File: config.mk
export PLATFORM = sky130hd
export DESIGN_NAME = decode_buffer_flat
export DESIGN_NICKNAME = d
export VERILOG_FILES = /design/src/rtl/decode_buffer_if.sv /design/src/rtl/decode_buffer.sv /design/src/flat_wrapper.sv
export SDC_FILE = /design/constraint.sdc
export NUM_CORES = 1
export LEC_CHECK = 0
export BUFFER_PORTS_ARGS = -buffer_cell sky130_fd_sc_hd__buf_2
export CELL_PAD_IN_SITES_DETAIL_PLACEMENT = 1
export CELL_PAD_IN_SITES_GLOBAL_PLACEMENT = 1
export CORE_ASPECT_RATIO = 0.6
export CORE_UTILIZATION = 56
export CTS_BUF_LIST = sky130_fd_sc_hd__clkbuf_2
export DETAILED_ROUTE_END_ITERATION = 10
export GPL_TIMING_DRIVEN = 0
export PLACE_DENSITY = 0.92
export SKIP_LAST_GASP = 1
export SLEW_MARGIN = 15
export SYNTH_ARGS = -nofsm -noshare
export SYNTH_HDL_FRONTEND = slang
export SYNTH_SLANG_ARGS = --single-unit
File: constraint.sdc
create_clock -name clk -period 5.7 [get_ports clk]
set_clock_uncertainty 0.1 [all_clocks]
set_input_delay 1.14 -clock clk [delete_from_list [all_inputs] [get_ports clk]]
set_output_delay 1.14 -clock clk [all_outputs]
set_load 0.1 [all_outputs]
File: src/rtl/decode_buffer_if.sv
// Fetch-to-decode buffer bus: fetch push side, decode issue side, plus flush and
// pipeline-empty status.
interface decode_buffer_if #(
  parameter int unsigned XLEN  = 32,
  parameter int unsigned DEPTH = 4
);
  localparam int unsigned CW = $clog2(DEPTH + 1);

  logic            in_valid;
  logic            in_ready;
  logic [31:0]     in_inst;
  logic [XLEN-1:0] in_pc;
  logic            out_valid;
  logic            out_ready;
  logic [31:0]     out_inst;
  logic [XLEN-1:0] out_pc;
  logic            out_illegal;
  logic            out_cflow;
  logic            out_serial;
  logic            flush;
  logic            pipe_empty;
  logic [CW-1:0]   count;

  modport master (
    output in_valid, in_inst, in_pc, out_ready, flush, pipe_empty,
    input  in_ready, out_valid, out_inst, out_pc, out_illegal, out_cflow, out_serial, count
  );

  modport slave (
    input  in_valid, in_inst, in_pc, out_ready, flush, pipe_empty,
    output in_ready, out_valid, out_inst, out_pc, out_illegal, out_cflow, out_serial, count
  );
endinterface

File: src/rtl/decode_buffer.sv
// Instruction buffer between fetch and decode: pre-decodes on entry and holds
// serialising instructions until the downstream pipeline has drained.
module decode_buffer #(
  parameter int unsigned XLEN      = 32,
  parameter int unsigned DEPTH     = 4,
  parameter int unsigned SERIALIZE = 1
) (
  input  logic           clk,
  input  logic           reset,
  decode_buffer_if.slave bus
);
  localparam int unsigned PW     = $clog2(DEPTH);
  localparam int unsigned CW     = $clog2(DEPTH + 1);
  localparam bit          SER_EN = (SERIALIZE != 0);

  typedef struct packed {
    logic [31:0]     inst;
    logic [XLEN-1:0] pc;
    logic            illegal;
    logic            cflow;
    logic            serial;
  } entry_t;

  typedef enum logic [1:0] {
    RUN        = 2'd0,
    DRAIN_PRE  = 2'd1,
    ISSUE      = 2'd2,
    DRAIN_POST = 2'd3
  } state_t;

  entry_t        r_mem [DEPTH];
  logic [PW-1:0] r_rd_ptr;
  logic [PW-1:0] r_wr_ptr;
  logic [CW-1:0] r_count;
  state_t        r_state;
  state_t        w_state_nxt;
  entry_t        w_head;
  entry_t        w_new;
  logic          w_full;
  logic          w_empty;
  logic          w_in_ready;
  logic          w_out_valid;
  logic          w_push;
  logic          w_pop;

  // Pre-decode of the incoming word; every legal opcode ends in 2'b11
  always_comb begin
    w_new         = '0;
    w_new.inst    = bus.in_inst;
    w_new.pc      = bus.in_pc;
    w_new.illegal = 1'b1;
    case (bus.in_inst[6:0])
      7'b0110111, 7'b0010111, 7'b0000011, 7'b0100011,
      7'b0010011, 7'b0110011: w_new.illegal = 1'b0;
      7'b1101111, 7'b1100111, 7'b1100011: begin
        w_new.illegal = 1'b0;
        w_new.cflow   = 1'b1;
      end
      7'b0001111: begin
        w_new.illegal = 1'b0;
        w_new.serial  = (bus.in_inst[14:12] == 3'b001);
      end
      7'b1110011: begin
        w_new.illegal = 1'b0;
        w_new.serial  = 1'b1;
      end
      default: ;
    endcase
  end

  assign w_head     = r_mem[r_rd_ptr];
  assign w_full     = (r_count == CW'(DEPTH));
  assign w_empty    = (r_count == '0);
  assign w_in_ready = !w_full && !bus.flush;
  assign w_push     = bus.in_valid && w_in_ready;
  assign w_pop      = w_out_valid && bus.out_ready;

  // Serialisation next-state and issue gating
  always_comb begin
    w_state_nxt = r_state;
    w_out_valid = 1'b0;
    if (!SER_EN) begin
      w_state_nxt = RUN;
      w_out_valid = !w_empty;
    end else begin
      case (r_state)
        RUN: begin
          w_out_valid = !w_empty && !w_head.serial;
          if (!w_empty && w_head.serial)
            w_state_nxt = bus.pipe_empty ? ISSUE : DRAIN_PRE;
        end
        DRAIN_PRE: if (bus.pipe_empty) w_state_nxt = ISSUE;
        ISSUE: begin
          w_out_valid = 1'b1;
          if (bus.out_ready) w_state_nxt = DRAIN_POST;
        end
        DRAIN_POST: if (bus.pipe_empty) w_state_nxt = RUN;
        default: w_state_nxt = RUN;
      endcase
    end
    if (bus.flush) begin
      w_out_valid = 1'b0;
      w_state_nxt = RUN;
    end
  end

  always_ff @(posedge clk or posedge reset) begin
    if (reset) begin
      r_state  <= RUN;
      r_rd_ptr <= '0;
      r_wr_ptr <= '0;
      r_count  <= '0;
    end else if (bus.flush) begin
      r_state  <= RUN;
      r_rd_ptr <= '0;
      r_wr_ptr <= '0;
      r_count  <= '0;
    end else begin
      r_state <= w_state_nxt;
      if (w_push) r_wr_ptr <= r_wr_ptr + PW'(1);
      if (w_pop)  r_rd_ptr <= r_rd_ptr + PW'(1);
      case ({w_push, w_pop})
        2'b10:   r_count <= r_count + CW'(1);
        2'b01:   r_count <= r_count - CW'(1);
        default: ;
      endcase
    end
  end

  // Payload storage carries no reset; occupancy is tracked by the pointers
  always_ff @(posedge clk) begin
    if (w_push) r_mem[r_wr_ptr] <= w_new;
  end

  assign bus.in_ready    = w_in_ready;
  assign bus.out_valid   = w_out_valid;
  assign bus.out_inst    = w_head.inst;
  assign bus.out_pc      = w_head.pc;
  assign bus.out_illegal = w_head.illegal;
  assign bus.out_cflow   = w_head.cflow;
  assign bus.out_serial  = w_head.serial;
  assign bus.count       = r_count;
endmodule

File: src/flat_wrapper.sv
// flat-port wrapper written by rule: the top's interface ports become plain ports
module decode_buffer_flat 
#(
  parameter int unsigned XLEN      = 32,
  parameter int unsigned DEPTH     = 4,
  parameter int unsigned SERIALIZE = 1
)
  (clk, reset, bus_in_valid, bus_in_inst, bus_in_pc, bus_out_ready, bus_flush, bus_pipe_empty, bus_in_ready, bus_out_valid, bus_out_inst, bus_out_pc, bus_out_illegal, bus_out_cflow, bus_out_serial, bus_count);
  decode_buffer_if #(.XLEN(XLEN), .DEPTH(DEPTH)) bus_i ();
  input  logic clk;
  input  logic reset;
  input wire logic [$bits(bus_i.in_valid)-1:0] bus_in_valid;
  input wire logic [$bits(bus_i.in_inst)-1:0] bus_in_inst;
  input wire logic [$bits(bus_i.in_pc)-1:0] bus_in_pc;
  input wire logic [$bits(bus_i.out_ready)-1:0] bus_out_ready;
  input wire logic [$bits(bus_i.flush)-1:0] bus_flush;
  input wire logic [$bits(bus_i.pipe_empty)-1:0] bus_pipe_empty;
  output wire logic [$bits(bus_i.in_ready)-1:0] bus_in_ready;
  output wire logic [$bits(bus_i.out_valid)-1:0] bus_out_valid;
  output wire logic [$bits(bus_i.out_inst)-1:0] bus_out_inst;
  output wire logic [$bits(bus_i.out_pc)-1:0] bus_out_pc;
  output wire logic [$bits(bus_i.out_illegal)-1:0] bus_out_illegal;
  output wire logic [$bits(bus_i.out_cflow)-1:0] bus_out_cflow;
  output wire logic [$bits(bus_i.out_serial)-1:0] bus_out_serial;
  output wire logic [$bits(bus_i.count)-1:0] bus_count;
  assign bus_i.in_valid = bus_in_valid;
  assign bus_i.in_inst = bus_in_inst;
  assign bus_i.in_pc = bus_in_pc;
  assign bus_i.out_ready = bus_out_ready;
  assign bus_i.flush = bus_flush;
  assign bus_i.pipe_empty = bus_pipe_empty;
  assign bus_in_ready = bus_i.in_ready;
  assign bus_out_valid = bus_i.out_valid;
  assign bus_out_inst = bus_i.out_inst;
  assign bus_out_pc = bus_i.out_pc;
  assign bus_out_illegal = bus_i.out_illegal;
  assign bus_out_cflow = bus_i.out_cflow;
  assign bus_out_serial = bus_i.out_serial;
  assign bus_count = bus_i.count;
  decode_buffer #(.XLEN(XLEN), .DEPTH(DEPTH), .SERIALIZE(SERIALIZE)) u_core (.clk(clk), .reset(reset), .bus(bus_i));
endmodule
After elaboration in Yosys (flattened, before gate mapping)
Memories as Yosys holds them, arrays and structs flattened.
Index checks and enable logic that the tools add are counted.

operators by class
  reduce and logical (&&, ||, !) cells = 17
  add/sub/neg operators = 4
  muxes and demuxes = 20
  equal/unequal tests = 22

operators with widths
  cell                                           count
  == test 7 bit, second input constant           4
  == test 7 x 6 -> 1 bit, second input constant  3
  two-way mux 2 bit                              10
  == test 7 x 5 -> 1 bit, second input constant  2
  OR reduction 11 bit                            1
  inequality test 3 bit, second input constant   3
  case mux 2 bit (4 select lines)                1
  == test 7 x 2 -> 1 bit, second input constant  1
  == test 7 x 4 -> 1 bit, second input constant  1
  == test 2 bit, second input constant           3
  case mux 3 bit (2 select lines)                1
  logical AND 1 bit                              5
  two-way mux 1 bit                              5
  adder 2 x 1 -> 2 bit, second input constant    2
  == test 2 x 1 -> 1 bit, second input constant  2
  zero test 1 bit                                4
  case mux 1 bit (2 select lines)                2
  AND reduction 4 bit                            1
  nonzero test 2 bit                             2
  adder 3 x 1 -> 3 bit, second input constant    1
  == test 3 x 1 -> 1 bit, second input constant  1
  == test 3 bit, second input constant           1
  zero test 3 bit                                1
  two-way mux 3 bit                              1
  other kinds (5)                                5

storage, ports and cells
  input bits = 70
  memories kept = 1
  bits in writable memories = 268
  bits in registers = 9

memories
  memory        depth  width  rd ports  clocked after memory_dff  write ports  RTL line             source
  u_core.r_mem  4      67     1         0                         1            decode_buffer.sv:31  entry_t r_mem [DEPTH];

Logic depth before layout (Yosys ltp)
  word-level depth = 9
  mapped depth = 10
  mapped depth without buffers = 10

Worst setup path after synthesis
OpenSTA, ideal clock, no wires.

  path kind = register to output
  start point = register u_core.r_rd_ptr[0]
  end point = output bus_out_valid
  arrival = 2.951 ns
  data required time = 4.460 ns
  stages on the path, launching flop included = 5
  path slack = 1.509 ns
  cell sequence = dfrtp_1 > buf_6 > mux4_2 > o31ai_1 > nor2b_1

between the ends
  cells in the longest elaborated chain, start to end = 5

ends and longest elaborated chain
  element                          RTL line              source
  start: declaration               decode_buffer.sv:32   logic [PW-1:0] r_rd_ptr;
  start signal: assignment         decode_buffer.sv:121  if (w_pop) r_rd_ptr <= r_rd_ptr + PW'(1);
  memory (4 x 67 bit)              n/a
  named net bus_out_serial         flat_wrapper.sv:24    output wire logic [$bits(bus_i.out_serial)-1:0] bus_out_serial;
  zero test 1 bit                  decode_buffer.sv:88   w_out_valid = !w_empty && !w_head.serial;
  logical AND 1 bit                decode_buffer.sv:88
  case mux 1 bit (2 select lines)  decode_buffer.sv:86   case (r_state)
  two-way mux 1 bit                decode_buffer.sv:101  if (bus.flush) begin
  end: declaration                 flat_wrapper.sv:19    output wire logic [$bits(bus_i.out_valid)-1:0] bus_out_valid;

The timed path passes the listed nets, and every way through them passes these cells.

Final worst setup path
  start point = register u_core.r_rd_ptr[1]
  end point = output bus_out_pc[26]

between the ends
  cells in the longest elaborated chain, start to end = 1

ends and longest elaborated chain
  element              RTL line            source
  memory (4 x 67 bit)  n/a
  end: declaration     flat_wrapper.sv:21  output wire logic [$bits(bus_i.out_pc)-1:0] bus_out_pc;

No other way between the ends.

==> metrics.cfg <==
[sta]
fin_crit_ns=4.500
fin_setup_tns_ns=0
post-route-period-util_pct=78.96
fmax_mhz=222.2
final_hold_viol_count=0
grt_setup_unrepaired=false
slew_viol_final=0
tightest_slew_ns=0.9311
slew_headroom_pct=37.77
finalSetupViolations=0

[power]
p_sw_mw=2.460
p_int_mw=3.298
pwr-share-comb_pct=38.3
clockPowerShare_pct=20.1
ir_drop_v=0.0003146
powerDensity_nw_per_um2=478.1
seq_power_share_pct=41.7
leakage_nw=4.211
switching_share_pct=42.72

[status]
status=complete, no violations

[layout]
drive_gt1_share_pct=45.72
final_nets=731
fillers=1581
stdcell_area_um2=12040
finalNonFillerCells=930
syn_to_final_growth_pct=15.42

[detailed_routing]
routed_wl_um=21590
ant_nets=0
drc=0
num_vias=5213
firstDrtPassIters=4
wl_per_cell_um=23.22
first_iter_violations=410
via_per_inst=5.605

[logic_synthesis]
netlist_area_um2=10430
syn_nets=525
synth-seq-cells=277
synth.avg_cell_area_um2=23.44
yosysWarnings=0
synth_cells=445
synth_cell_type_count=36
ys_seq_area_share_pct=79.30

[job]
max-cap-violations=0

[global_routing]
antenna_found_initial=2
grt_overflow=0
grt_util_all_layers_pct=23.22
grt_max_degree=37
grt_pass1_vias=5745
grt_pass1_wl_um=32390

[floorplan]
design.die.area_um2=19200
die_h_um=107.7
rows=38
die_x_um=178.2
start_util_pct=57.44
coreArea_um2=18160
ios=142

[clock_network]
cts_setup_buffers=0
clock_latency_ns=0.79
clkSlewWorstSetupHoldPaths_ns=0.12
cts_tree=done
cts_hold_buf=0
post_cts_resized=0
htree_levels=2
clockBufferDepth=3
cts.sinks=277
cts_buffers=59
root_buffer=clkbuf_2

[setup_path]
cp.arrival_ns=3.26
path_max_fanout=10
critPathBufInv=4
cp_common_cell=clkbuf_1
cp_cell_sequence=clkbuf_1, buf_1, clkbuf_1, mux4_2, buf_2
cpPeakStageDelay_ns=0.56
r2r_slack_ns=2.82
r2r-end=u_core.r_mem[3][21]$_DFFE_PP_
start_kind=flop
critical_path.top_delay_family=buffers and inverters
r2r_start=u_core.bus.count[0]$_DFFE_PP0P_
end_kind=output port
cp_data_required_time_ns=4.46
rr_worst_depth=5
path_class=reg -> out
slowest_stage=clkbuf_1

[placed_design]
port_buffers=141
dpl_cell_area_um2=11530
dpl.hpwl_um=14430
dpl.cell_count=830
gp_congestion=0.7547

[hold_path]
hold_class=in -> async

power groups by stage:
stage               registers [mW]  logic [mW]  clock network (mW)
floorplan                     2.50        1.79                   0
global placement              2.44        2.16                   0
detailed placement            2.45        2.22                   0
CTS                           2.40        2.23                1.20
global route                  2.41        2.30                1.28
finish                        2.40        2.20                1.15
per-layer routing:
layer	share of wire (%)	wire (um)	GRT usage [%]	vias up
met4	0.74	160	5.206	4
met5	0.11	23	0	-
li1	-	-	-	2299
met3	8.1	1739	7.345	24
met2	48	10470	37.22	227
met1	43	9199	31.56	2659
area by class of cell:
type | count | area, um2 | share of cell area, %
clock buffers | 88 | 440.4 | 3.658
diodes | 1 | 2.502 | 0.02078
repair buffers | 145 | 785.8 | 6.525
clock inverters | 11 | 68.82 | 0.5715
well taps | 240 | 300.3 | 2.494
plain buffers | 18 | 80.08 | 0.6650
flip-flops and latches | 277 | 8273 | 68.70
inverters | 11 | 41.29 | 0.3429
multi-input cells | 139 | 2049 | 17.02
how the worst max path moves through the flow:
stage,endpoint,cells past startpoint,from
floorplan,bus_out_valid,4,u_core.r_rd_ptr[0]$_DFFE_PP0P_
global placement,u_core.r_mem[0][42]$_DFFE_PP_,5,bus_flush
detailed placement,u_core.bus.count[2]$_DFFE_PP0P_,9,bus_flush
CTS,bus_out_inst[9],5,u_core.r_rd_ptr[1]$_DFFE_PP0P_
global route,bus_out_pc[26],5,u_core.r_rd_ptr[1]$_DFFE_PP0P_
finish,bus_out_pc[26],5,u_core.r_rd_ptr[1]$_DFFE_PP0P_
cells by family after synthesis:
group,Yosys count,share of synthesized area [%]
simple gates,37,1.847
xor+xnor,3,0.2519
mux,72,14.97
fa+ha+maj,10,1.271
compound gates,17,1.199
buf+inv,29,1.163
flops,277,79.30
cells in the final DEF (no fill, tap or decap), types with 7 or more instances in the layout:
master,instances
nor2_1,11
ha_1,9
dfrtp_1,9
buf_2,145
clkbuf_2,88
edfxtp_1,268
clkbuf_1,9
inv_1,11
nand2_1,7
mux4_2,67
clkinv_1,8
worst reg2reg max path, stage by stage (launching register included):
cell and delay, ns:
dfrtp_1 0.46, nor2_1 0.09, a211oi_1 0.54, clkbuf_1 0.44
and2_4 0.59, buf_12 0.32
synth_stat cells:
library cell,count,share of area (%)
mux4_2,67,14
o21ai_1,1,0.048
nor2b_1,2,0.12
a211oi_1,2,0.14
nor2_1,11,0.40
buf_6,1,0.11
nand3_1,2,0.096
o22ai_1,2,0.12
nor4b_1,1,0.084
buf_2,4,0.19
nand2b_1,2,0.12
edfxtp_1,268,77
and3b_1,1,0.084
o21ai_0,1,0.048
and4b_1,1,0.096
nand2_1,7,0.25
mux2i_1,3,0.29
o31ai_1,2,0.14
a21o_1,1,0.072
dfrtp_1,9,2.2
nor4_1,2,0.12
nand3b_1,2,0.14
clkbuf_1,9,0.32
ha_1,9,1.1
a2111oi_0,1,0.084
mux2_2,2,0.22
a21boi_0,2,0.14
nor3_1,2,0.096
a21oi_1,3,0.14
xnor2_1,3,0.25
inv_1,11,0.40
buf_1,4,0.14
a22o_1,1,0.084
o31a_4,1,0.17
and2_1,4,0.24
fa_1,1,0.19
state kept, by name, indices dropped and copies added, names as in the netlist:
signal,count
u_core.bus.count,3
u_core.r_wr_ptr,2
u_core.r_rd_ptr,2
u_core.r_state,2
u_core.r_mem,268
per-stage QoR:
| stage | util [%] | setup slack, ns | power, mW | hold slack, ns |
|---|---|---|---|---|
| after floorplan | - | 1.509 | 4.288 | 0.4429 |
| after global placement | 62.98 | 0.2333 | 4.609 | 0.4708 |
| after detailed placement | 63.47 | 1.887 | 4.670 | 0.4937 |
| after CTS | 66.28 | 1.065 | 5.829 | 0.1219 |
| after global routing | 66.29 | 0.9411 | 5.987 | 0.1446 |
| final | 66.30 | 1.200 | 5.758 | 0.2017 |
(Power assumes the default switching activity.)
